## src/rtl/mdu_pkg.sv

```systemverilog
// Shared definitions for the multiply/divide issue block.
//   - command encodings carried on op
//   - two-state issue FSM enum
//   - LO value written on divide-by-zero
package mdu_pkg;

  localparam int unsigned XLEN = 32;
  localparam int unsigned OP_W = 3;

  localparam logic [OP_W-1:0] OP_NOP   = 3'd0;
  localparam logic [OP_W-1:0] OP_MULT  = 3'd1;
  localparam logic [OP_W-1:0] OP_MULTU = 3'd2;
  localparam logic [OP_W-1:0] OP_DIV   = 3'd3;
  localparam logic [OP_W-1:0] OP_DIVU  = 3'd4;
  localparam logic [OP_W-1:0] OP_MTHI  = 3'd5;
  localparam logic [OP_W-1:0] OP_MTLO  = 3'd6;

  typedef enum logic {
    IDLE = 1'b0,
    WAIT = 1'b1
  } state_t;

  localparam logic [XLEN-1:0] DIV0_LO = 32'hFFFF_FFFF;

endpackage

```

## src/rtl/hilo_regs.sv

```systemverilog
// Architectural HI/LO register pair with independent write enables.
// Ports:
//   clk, rst      clock, synchronous active-high reset
//   hi_we, hi_d   HI write enable / data
//   lo_we, lo_d   LO write enable / data
//   rd_sel        read select, 0=LO 1=HI
//   rd_data       combinational read data
module hilo_regs
  import mdu_pkg::*;
(
  input  logic            clk,
  input  logic            rst,
  input  logic            hi_we,
  input  logic [XLEN-1:0] hi_d,
  input  logic            lo_we,
  input  logic [XLEN-1:0] lo_d,
  input  logic            rd_sel,
  output logic [XLEN-1:0] rd_data
);

  logic [XLEN-1:0] hi_q;
  logic [XLEN-1:0] lo_q;

  always_ff @(posedge clk) begin
    if (rst) begin
      hi_q <= '0;
      lo_q <= '0;
    end else begin
      if (hi_we) hi_q <= hi_d;
      if (lo_we) lo_q <= lo_d;
    end
  end

  assign rd_data = rd_sel ? hi_q : lo_q;

endmodule

```

## src/rtl/mdu_issue.sv

```systemverilog
// Issues MULT/MULTU/DIV/DIVU to the mdu, owns HI/LO, stalls the CPU while a
// request is outstanding and abandons it after TIMEOUT wait cycles.
// Ports:
//   clk, rst                 clock, synchronous active-high reset
//   op_valid, op, op_a, op_b command from the control FSM (sampled in IDLE)
//   busy                     request outstanding
//   rd_sel, rd_data          MFHI/MFLO read port (rd_data combinational)
//   err                      sticky timeout flag
//   mdu_mul_c, mdu_div_c,
//   mdu_sign, mdu_a, mdu_b   registered request to the mdu
//   mdu_done, mdu_hi, mdu_lo result from the mdu
module mdu_issue
  import mdu_pkg::*;
#(
  parameter int unsigned TIMEOUT = 64
) (
  input  logic            clk,
  input  logic            rst,
  input  logic            op_valid,
  input  logic [OP_W-1:0] op,
  input  logic [XLEN-1:0] op_a,
  input  logic [XLEN-1:0] op_b,
  output logic            busy,
  input  logic            rd_sel,
  output logic [XLEN-1:0] rd_data,
  output logic            err,
  output logic            mdu_mul_c,
  output logic            mdu_div_c,
  output logic            mdu_sign,
  output logic [XLEN-1:0] mdu_a,
  output logic [XLEN-1:0] mdu_b,
  input  logic            mdu_done,
  input  logic [XLEN-1:0] mdu_hi,
  input  logic [XLEN-1:0] mdu_lo
);

  localparam int unsigned CNT_W = (TIMEOUT > 2) ? $clog2(TIMEOUT) : 1;

  state_t           state;
  logic [CNT_W-1:0] cnt;

  logic             div_by_zero;
  logic             hi_we;
  logic             lo_we;
  logic [XLEN-1:0]  hi_d;
  logic [XLEN-1:0]  lo_d;

  assign div_by_zero = (op_b == '0);

  // HI/LO write selection: immediate writes in IDLE, mdu result in WAIT.
  always_comb begin
    hi_we = 1'b0;
    lo_we = 1'b0;
    hi_d  = mdu_hi;
    lo_d  = mdu_lo;
    if (state == IDLE) begin
      if (op_valid) begin
        case (op)
          OP_MTHI: begin
            hi_we = 1'b1;
            hi_d  = op_a;
          end
          OP_MTLO: begin
            lo_we = 1'b1;
            lo_d  = op_a;
          end
          OP_DIV, OP_DIVU: begin
            // Divide-by-zero is resolved locally without touching the mdu.
            if (div_by_zero) begin
              hi_we = 1'b1;
              lo_we = 1'b1;
              hi_d  = op_a;
              lo_d  = DIV0_LO;
            end
          end
          default: ;
        endcase
      end
    end else if (mdu_done) begin
      hi_we = 1'b1;
      lo_we = 1'b1;
    end
  end

  // Issue FSM with registered request outputs.
  always_ff @(posedge clk) begin
    if (rst) begin
      state     <= IDLE;
      cnt       <= '0;
      busy      <= 1'b0;
      err       <= 1'b0;
      mdu_mul_c <= 1'b0;
      mdu_div_c <= 1'b0;
      mdu_sign  <= 1'b0;
      mdu_a     <= '0;
      mdu_b     <= '0;
    end else begin
      case (state)
        IDLE: begin
          cnt <= '0;
          if (op_valid) begin
            case (op)
              OP_MULT, OP_MULTU: begin
                mdu_a     <= op_a;
                mdu_b     <= op_b;
                mdu_mul_c <= 1'b1;
                mdu_sign  <= (op == OP_MULT);
                busy      <= 1'b1;
                state     <= WAIT;
              end
              OP_DIV, OP_DIVU: begin
                if (!div_by_zero) begin
                  mdu_a     <= op_a;
                  mdu_b     <= op_b;
                  mdu_div_c <= 1'b1;
                  mdu_sign  <= (op == OP_DIV);
                  busy      <= 1'b1;
                  state     <= WAIT;
                end
              end
              default: ;
            endcase
          end
        end
        WAIT: begin
          if (mdu_done || (cnt == CNT_W'(TIMEOUT - 1))) begin
            // A result arriving on the timeout cycle wins over the timeout.
            if (!mdu_done) err <= 1'b1;
            mdu_mul_c <= 1'b0;
            mdu_div_c <= 1'b0;
            mdu_sign  <= 1'b0;
            busy      <= 1'b0;
            state     <= IDLE;
          end else begin
            cnt <= cnt + CNT_W'(1);
          end
        end
        default: state <= IDLE;
      endcase
    end
  end

  hilo_regs u_hilo (
    .clk     (clk),
    .rst     (rst),
    .hi_we   (hi_we),
    .hi_d    (hi_d),
    .lo_we   (lo_we),
    .lo_d    (lo_d),
    .rd_sel  (rd_sel),
    .rd_data (rd_data)
  );

endmodule

```

## config.mk

```make
export PLATFORM = sky130hd
export DESIGN_NAME = mdu_issue
export DESIGN_NICKNAME = d
export VERILOG_FILES = /design/src/rtl/mdu_pkg.sv /design/src/rtl/hilo_regs.sv /design/src/rtl/mdu_issue.sv
export SDC_FILE = /design/constraint.sdc
export NUM_CORES = 1
export LEC_CHECK = 0
export ABC_AREA = 0
export CAP_MARGIN = 10
export CORE_MARGIN = 3
export CORE_UTILIZATION = 25
export CTS_BUF_LIST = sky130_fd_sc_hd__clkbuf_16
export DETAILED_ROUTE_END_ITERATION = 8
export SETUP_SLACK_MARGIN = 0.3
export SYNTH_ARGS = -nofsm -noshare
export SYNTH_HDL_FRONTEND = slang
export SYNTH_HIERARCHICAL = 1
export SYNTH_SLANG_ARGS = --single-unit
```

## constraint.sdc

```tcl
create_clock -name clk -period 6 [get_ports clk]
set_input_delay 0.6 -clock clk [delete_from_list [all_inputs] [get_ports clk]]
set_output_delay 0.6 -clock clk [all_outputs]
set_load 0.01 [all_outputs]
```

# --- Word-level counts from Yosys, hierarchy flattened ---
# Index checks and enable logic that the tools add are counted.
# W data, S select, Z words.
totals:
  ff_bits: 140
  input_bits: 136
  output_inout_bits: 101
  word_cells: 83
op_classes:
  n_addsub: 1
  eq_ne: 16
  mux: 43
  n_bitwise: 2
  n_reduce_logical: 10
ops:
  columns: ["operator", "n"]
  rows:
  - ["$mux W32", 9]
  - ["$pmux W32 S2", 4]
  - ["$logic_not A32 Y1", 1]
  - ["$pmux W1 S2", 10]
  - ["$mux W1", 18]
  - ["$pmux W6 S2", 1]
  - ["$reduce_and A4 Y1", 3]
  - ["$eq A3 B3 Y1 const B", 3]
  - ["$ne A2 B2 Y1 const B", 4]
  - ["$add A6 B1 Y6 const B", 1]
  - ["$eq A3 B2 Y1 const B", 2]
  - ["$eq A6 B6 Y1 const B", 1]
  - ["$mux W6", 1]
  - ["$ne A2 B1 Y1 const B", 3]
  - ["$reduce_and A3 Y1", 2]
  - ["$reduce_or A2 Y1", 2]
  - ["$eq A3 B1 Y1 const B", 1]
  - ["$ne A3 B1 Y1 const B", 1]
  - ["$ne A3 B3 Y1 const B", 1]
  - ["$not A1 Y1", 2]
  - ["$reduce_bool A2 Y1", 1]
  - ["$logic_or A1 B1 Y1", 1]

# --- Logic depth before layout (Yosys ltp) ---
depth:
  ltp_word: 5
  depth_mapped: 9
  mapped_depth_nobuf: 7

# --- Hierarchy ---
# The synthesis kept the hierarchy.
modules_own_cells:
  columns: ["module", "n_inst", "cells_each", "area_each_um2", "seq_area_each_um2"]
  rows:
  - ["mdu_issue", 1, 594, 4546.9, 1521.5]
  - ["hilo_regs", 1, 243, 2819.0, 1281.2]

# --- Least setup slack after synthesis ---
# No wires, ideal clock.
synth_path:
  path_type: "input to register"
  startpoint: "input op_b[29]"
  endpoint: "register u_hilo.lo_q[10]"
  setup_ns: 0.128
  arrival_time_ns: 2.224
  t_required_ns: 5.872
  setup_slack_ns: 3.648
  cell_stages: 9
  path_buffers: 2
  path_cell_list: "nor4_1 nand4_1 nor4_2 a21oi_1 o21ai_0 buf_4 buf_6 mux2i_1 nor2_1"
synth_via:
  elab_chain_cells: 5
  word_cells_on_any_way: 9
  classes_between: "mux (8); reduce/logical (1)"
synth_rtl:
  columns: ["item", "line", "source"]
  rows:
  - ["start, declared", "mdu_issue.sv:22", "input logic [XLEN-1:0] op_b,"]
  - ["$logic_not A32 Y1", "mdu_issue.sv:48", "assign div_by_zero = (op_b == '0);"]
  - ["$mux W1", "mdu_issue.sv:69", "if (div_by_zero) begin"]
  - ["$pmux W1 S2", "mdu_issue.sv:58", "case (op)"]
  - ["$mux W1", "mdu_issue.sv:57", "if (op_valid) begin"]
  - ["$mux W1", "mdu_issue.sv:56", "if (state == IDLE) begin"]
  - ["named net lo_we", "mdu_issue.sv:44", "logic lo_we;"]
  - ["end signal, assigned", "hilo_regs.sv:30", "if (lo_we) lo_q <= lo_d;"]
  - ["end, declared", "hilo_regs.sv:22", "logic [XLEN-1:0] lo_q;"]
# The timed path passes the listed nets, and every way through them passes these cells.
# A chain may end at the register's enable or synchronous reset.

# --- Final worst setup path ---
layout_path:
  startpoint: "input op_b[29]"
  endpoint: "register u_hilo.hi_q[30]"
layout_via:
  elab_chain_cells: 5
  word_cells_on_any_way: 9
  classes_between: "mux (8); reduce/logical (1)"
layout_rtl:
  columns: ["item", "line", "source"]
  rows:
  - ["$logic_not A32 Y1", "mdu_issue.sv:48", null]
  - ["$mux W1", "mdu_issue.sv:69", null]
  - ["$pmux W1 S2", "mdu_issue.sv:58", null]
  - ["$mux W1", "mdu_issue.sv:57", null]
  - ["$mux W1", "mdu_issue.sv:56", null]
  - ["named net hi_we", "mdu_issue.sv:43", "logic hi_we;"]
  - ["end signal, assigned", "hilo_regs.sv:29", "if (hi_we) hi_q <= hi_d;"]
  - ["end, declared", "hilo_regs.sv:21", "logic [XLEN-1:0] hi_q;"]
# The timed path passes the listed nets, and every way through them passes these cells.

==> flow_summary_export.csv <==
group,metric,value,unit
clocking,cts.htree.levels,4,
die,start_util,0.255,
clocking,cts_resized,0,
clocking,ctsRootBufferMaster,"clkbuf_16",
placement,placed_cells,1388,
sta,fin_tns_setup,0,ps
sta,final-setup-viol-count,0,
die,chipWidth,178,um
power_and_ir_drop,peakVddDrop,0.120,mV
die,io_pins,237,
finish,final_area,10500,um2
yosys,synth_area_leader_cell,"dfxtp_1",
grt,antenna_found_initial,0,
sta,drv_slew,0,
placement,place_ws,1830,ps
yosys,synth-edff-count,0,
yosys,synthFlopType,"dfxtp_1",
drt,vias,6703,
yosys,synth_top_area_frac,0.380,
sta,fin_crit_sh,0.610,
drt,initialDrtViolationCount,324,
placement,portBuffers,236,
sta,rsz0062_at_grt,"false",
yosys,seq_area_frac_synth,0.380,
power_and_ir_drop,comb_power_share,0.194,
sta,finalHoldViolCount,0,
drt,drc,0,
sta,relSlewSlack,0.261,
yosys,synth.most_common_cell,"dfxtp_1",
die,die_h,178,um
yosys,synth_cell_types,37,
clocking,cts_setup_buffers,0,
drt,drt-vias-per-instance,4.72,
drt,firstDrtPassIters,4,
die,rows,62,
grt,grt_use_total,0.148,
drt,post_drt_wl_per_cell,16.9,um
clocking,cts_tree,"built",
placement,dpl-instance-area,9880,um2
sta,worstMarginPinSlew,1110,ps
power_and_ir_drop,sw_frac_of_total,0.276,
placement,dp_hpwl,15.9,mm
clocking,cts_sinks,140,
grt,grt_max_degree,84,
setup_path,critical_path_arrival,3940,ps
power_and_ir_drop,p_per_area,247,nW/um2
yosys,yosysWarnings,6,
yosys,synth_commonest_cells,"dfxtp_1 (140), a21oi_1 (100), nor2_1 (73), mux2i_1 (67), inv_1 (66)",
setup_path,startpoint_type,"primary input",
setup_path,critical_path_peak_fanout,21,
sta,period_needed,3660,ps
placement,gp_congestion,0.754,
yosys,syn_inst,837,
finish,final_layout_size_suffix_gt1_frac,0.137,
grt,grt_pass1_wl,36.7,mm
clocking,cts_buffers,17,
power_and_ir_drop,power_frac_seq,0.390,
clocking,path_clk_slew,70,ps
sta,fin_ws,2340,ps
power_and_ir_drop,power_switching,0.713,mW
finish,areaGrowthSynthToFinish,42.0,%
setup_path,crit_chain,"clkdlybuf4s50_1 -> nor4_1 -> nand4_1 -> nor4_2 -> a21oi_4 -> o21ai_4 -> buf_4 -> mux2i_1 -> nor2_1",
power_and_ir_drop,p_total,2.58,mW
drt,wirelength,24.0,mm
grt,first_global_vias,6544,
sta,fin_skew,11.2,ps
die,die_area,31600,um2
finish,nets,1160,
power_and_ir_drop,intPower,1.87,mW
setup_path,critPathCaptureType,"register",
sta,max_freq,0.273,GHz
die,coreArea,28900,um2
yosys,async_reset_ff_frac,0,
finish,layout.cells.non_filler,1420,
yosys,synthTopCellsByArea,"dfxtp_1 (38%), mux2i_1 (9.1%), a21bo_2 (7.6%)",
clocking,clock_path_buffers,2,
setup_path,crit_path_top_delay_cell,"nor4_2",
setup_path,critPathMaxStageDelay,630,ps
yosys,ys_ff_latch,140,
setup_path,path_class,"in -> reg",
power_and_ir_drop,clock_power_share,0.416,
status,run_status,"completed",
drt,final_antenna_net_count,0,
yosys,syn_nets,974,
finish,fill_cells,2950,
grt,grt_remaining_overflow,0,
setup_path,worstPathRequired,6280,ps
clocking,clk_latency,420,ps
job,cap_viol_max_count,0,
finish,num_antenna_cells,0,
yosys,synth.cell_area,7370,um2
hold_path,min_path_type,"reg -> reg",
yosys,synth.avg_cell_area,8.80,um2
power_and_ir_drop,p_leak,3.93,nW
clocking,ctsHoldBuffers,0,
## through the flow
| step | utilization | hold slack [ps] |
|---|---|---|
| 2_1_floorplan | - | 454 |
| 3_3_place_gp | 0.342 | 451 |
| 3_5_place_dp | 0.342 | 458 |
| 4_1_cts | 0.363 | 467 |
| 5_1_grt | 0.363 | 483 |
| 6_report | 0.363 | 464 |
## power by group through the flow
stage	Combinational (mW)	Sequential (mW)	Clock (mW)
global placement	0.500	1.03	0
CTS	0.506	1.01	1.11
global route	0.547	1.01	1.15
finish	0.502	1.01	1.08
floorplan	0.261	1.04	0
detailed placement	0.504	1.03	0
## cell type report
class | count | area (um2) | share of cell area
Multi-Input combinational cell | 552 | 3920 | 0.374
Clock inverter | 15 | 160 | 0.0153
Clock buffer | 17 | 425 | 0.0407
Tap cell | 384 | 480 | 0.0459
Timing Repair Buffer | 246 | 2430 | 0.232
Sequential cell | 140 | 2800 | 0.268
Inverter | 66 | 248 | 0.0237
## state kept, by name, summed over array words and instances (netlist names), 6 cells and up
register,flops
u_hilo/lo_q,32
u_hilo/hi_q,32
cnt,6
mdu_b,32
mdu_a,32
## layer usage
layer / wire [um] / vias up / global-route usage
met5: 0 / - / 0
met4: 210 / 0 / 0.0344
met3: 1980 / 16 / 0.0507
met2: 10800 / 216 / 0.235
met1: 11000 / 3155 / 0.194
li1: - / 3316 / -
## critical path: cells and delay by family
family	cells	cell delay, ps
muxes	1	250
AOI/OAI and AO/OA	2	560
and+or+nand+nor	4	1600
buffers and inverters	2	910
## cells in the final DEF (no fill, tap or decap), types with 2 or more instances in the layout
master | netlist | final
clkdlybuf4s50_1 | 0 | 234
dfxtp_1 | 140 | 140
a21oi_1 | 100 | 98
nor2_1 | 73 | 73
mux2i_1 | 67 | 67
inv_1 | 66 | 66
nand3_1 | 65 | 64
a21bo_2 | 56 | 56
nand2_1 | 39 | 39
o22ai_1 | 32 | 32
o32ai_1 | 32 | 32
mux2_4 | 30 | 30
clkbuf_16 | 0 | 17
buf_4 | 12 | 11
nor4_1 | 9 | 9
a21bo_1 | 8 | 8
inv_6 | 0 | 6
nand2b_1 | 5 | 5
nand4_1 | 4 | 4
a31oi_1 | 4 | 4
xor2_1 | 4 | 4
nor2b_1 | 4 | 3
a21oi_4 | 0 | 3
clkinvlp_4 | 0 | 3
o21ai_0 | 4 | 2
o21ai_4 | 0 | 2
nor3_1 | 2 | 2
and3_1 | 3 | 2
clkinv_1 | 0 | 2
bufinv_16 | 0 | 2
clkinv_4 | 0 | 2
mux2_2 | 2 | 2
## worst paths after layout
path	to	slack, ps	cells past startpoint	from
max	u_hilo/hi_q[30]$_SDFFE_PP0P_	2340	9	op_b[29]
min	mdu_a[16]$_SDFFE_PP0P_	460	2	mdu_a[16]$_SDFFE_PP0P_
max reg2reg	u_hilo/lo_q[3]$_SDFFE_PP0P_	3360	6	state$_SDFF_PP0_
min reg2reg	mdu_a[16]$_SDFFE_PP0P_	460	2	mdu_a[16]$_SDFFE_PP0P_
## cells by family (layout without fill, tap and decap cells)
kind of cell	Yosys count	in the layout	synth area share
mux	99	99	0.155
buf+inv	145	344	0.0980
fa+ha+maj	1	1	0.00170
xor+xnor	5	5	0.00595
simple gates	207	207	0.127
compound gates	240	240	0.231
flops	140	140	0.380
No activity file was read; power rests on OpenSTA's default activity.
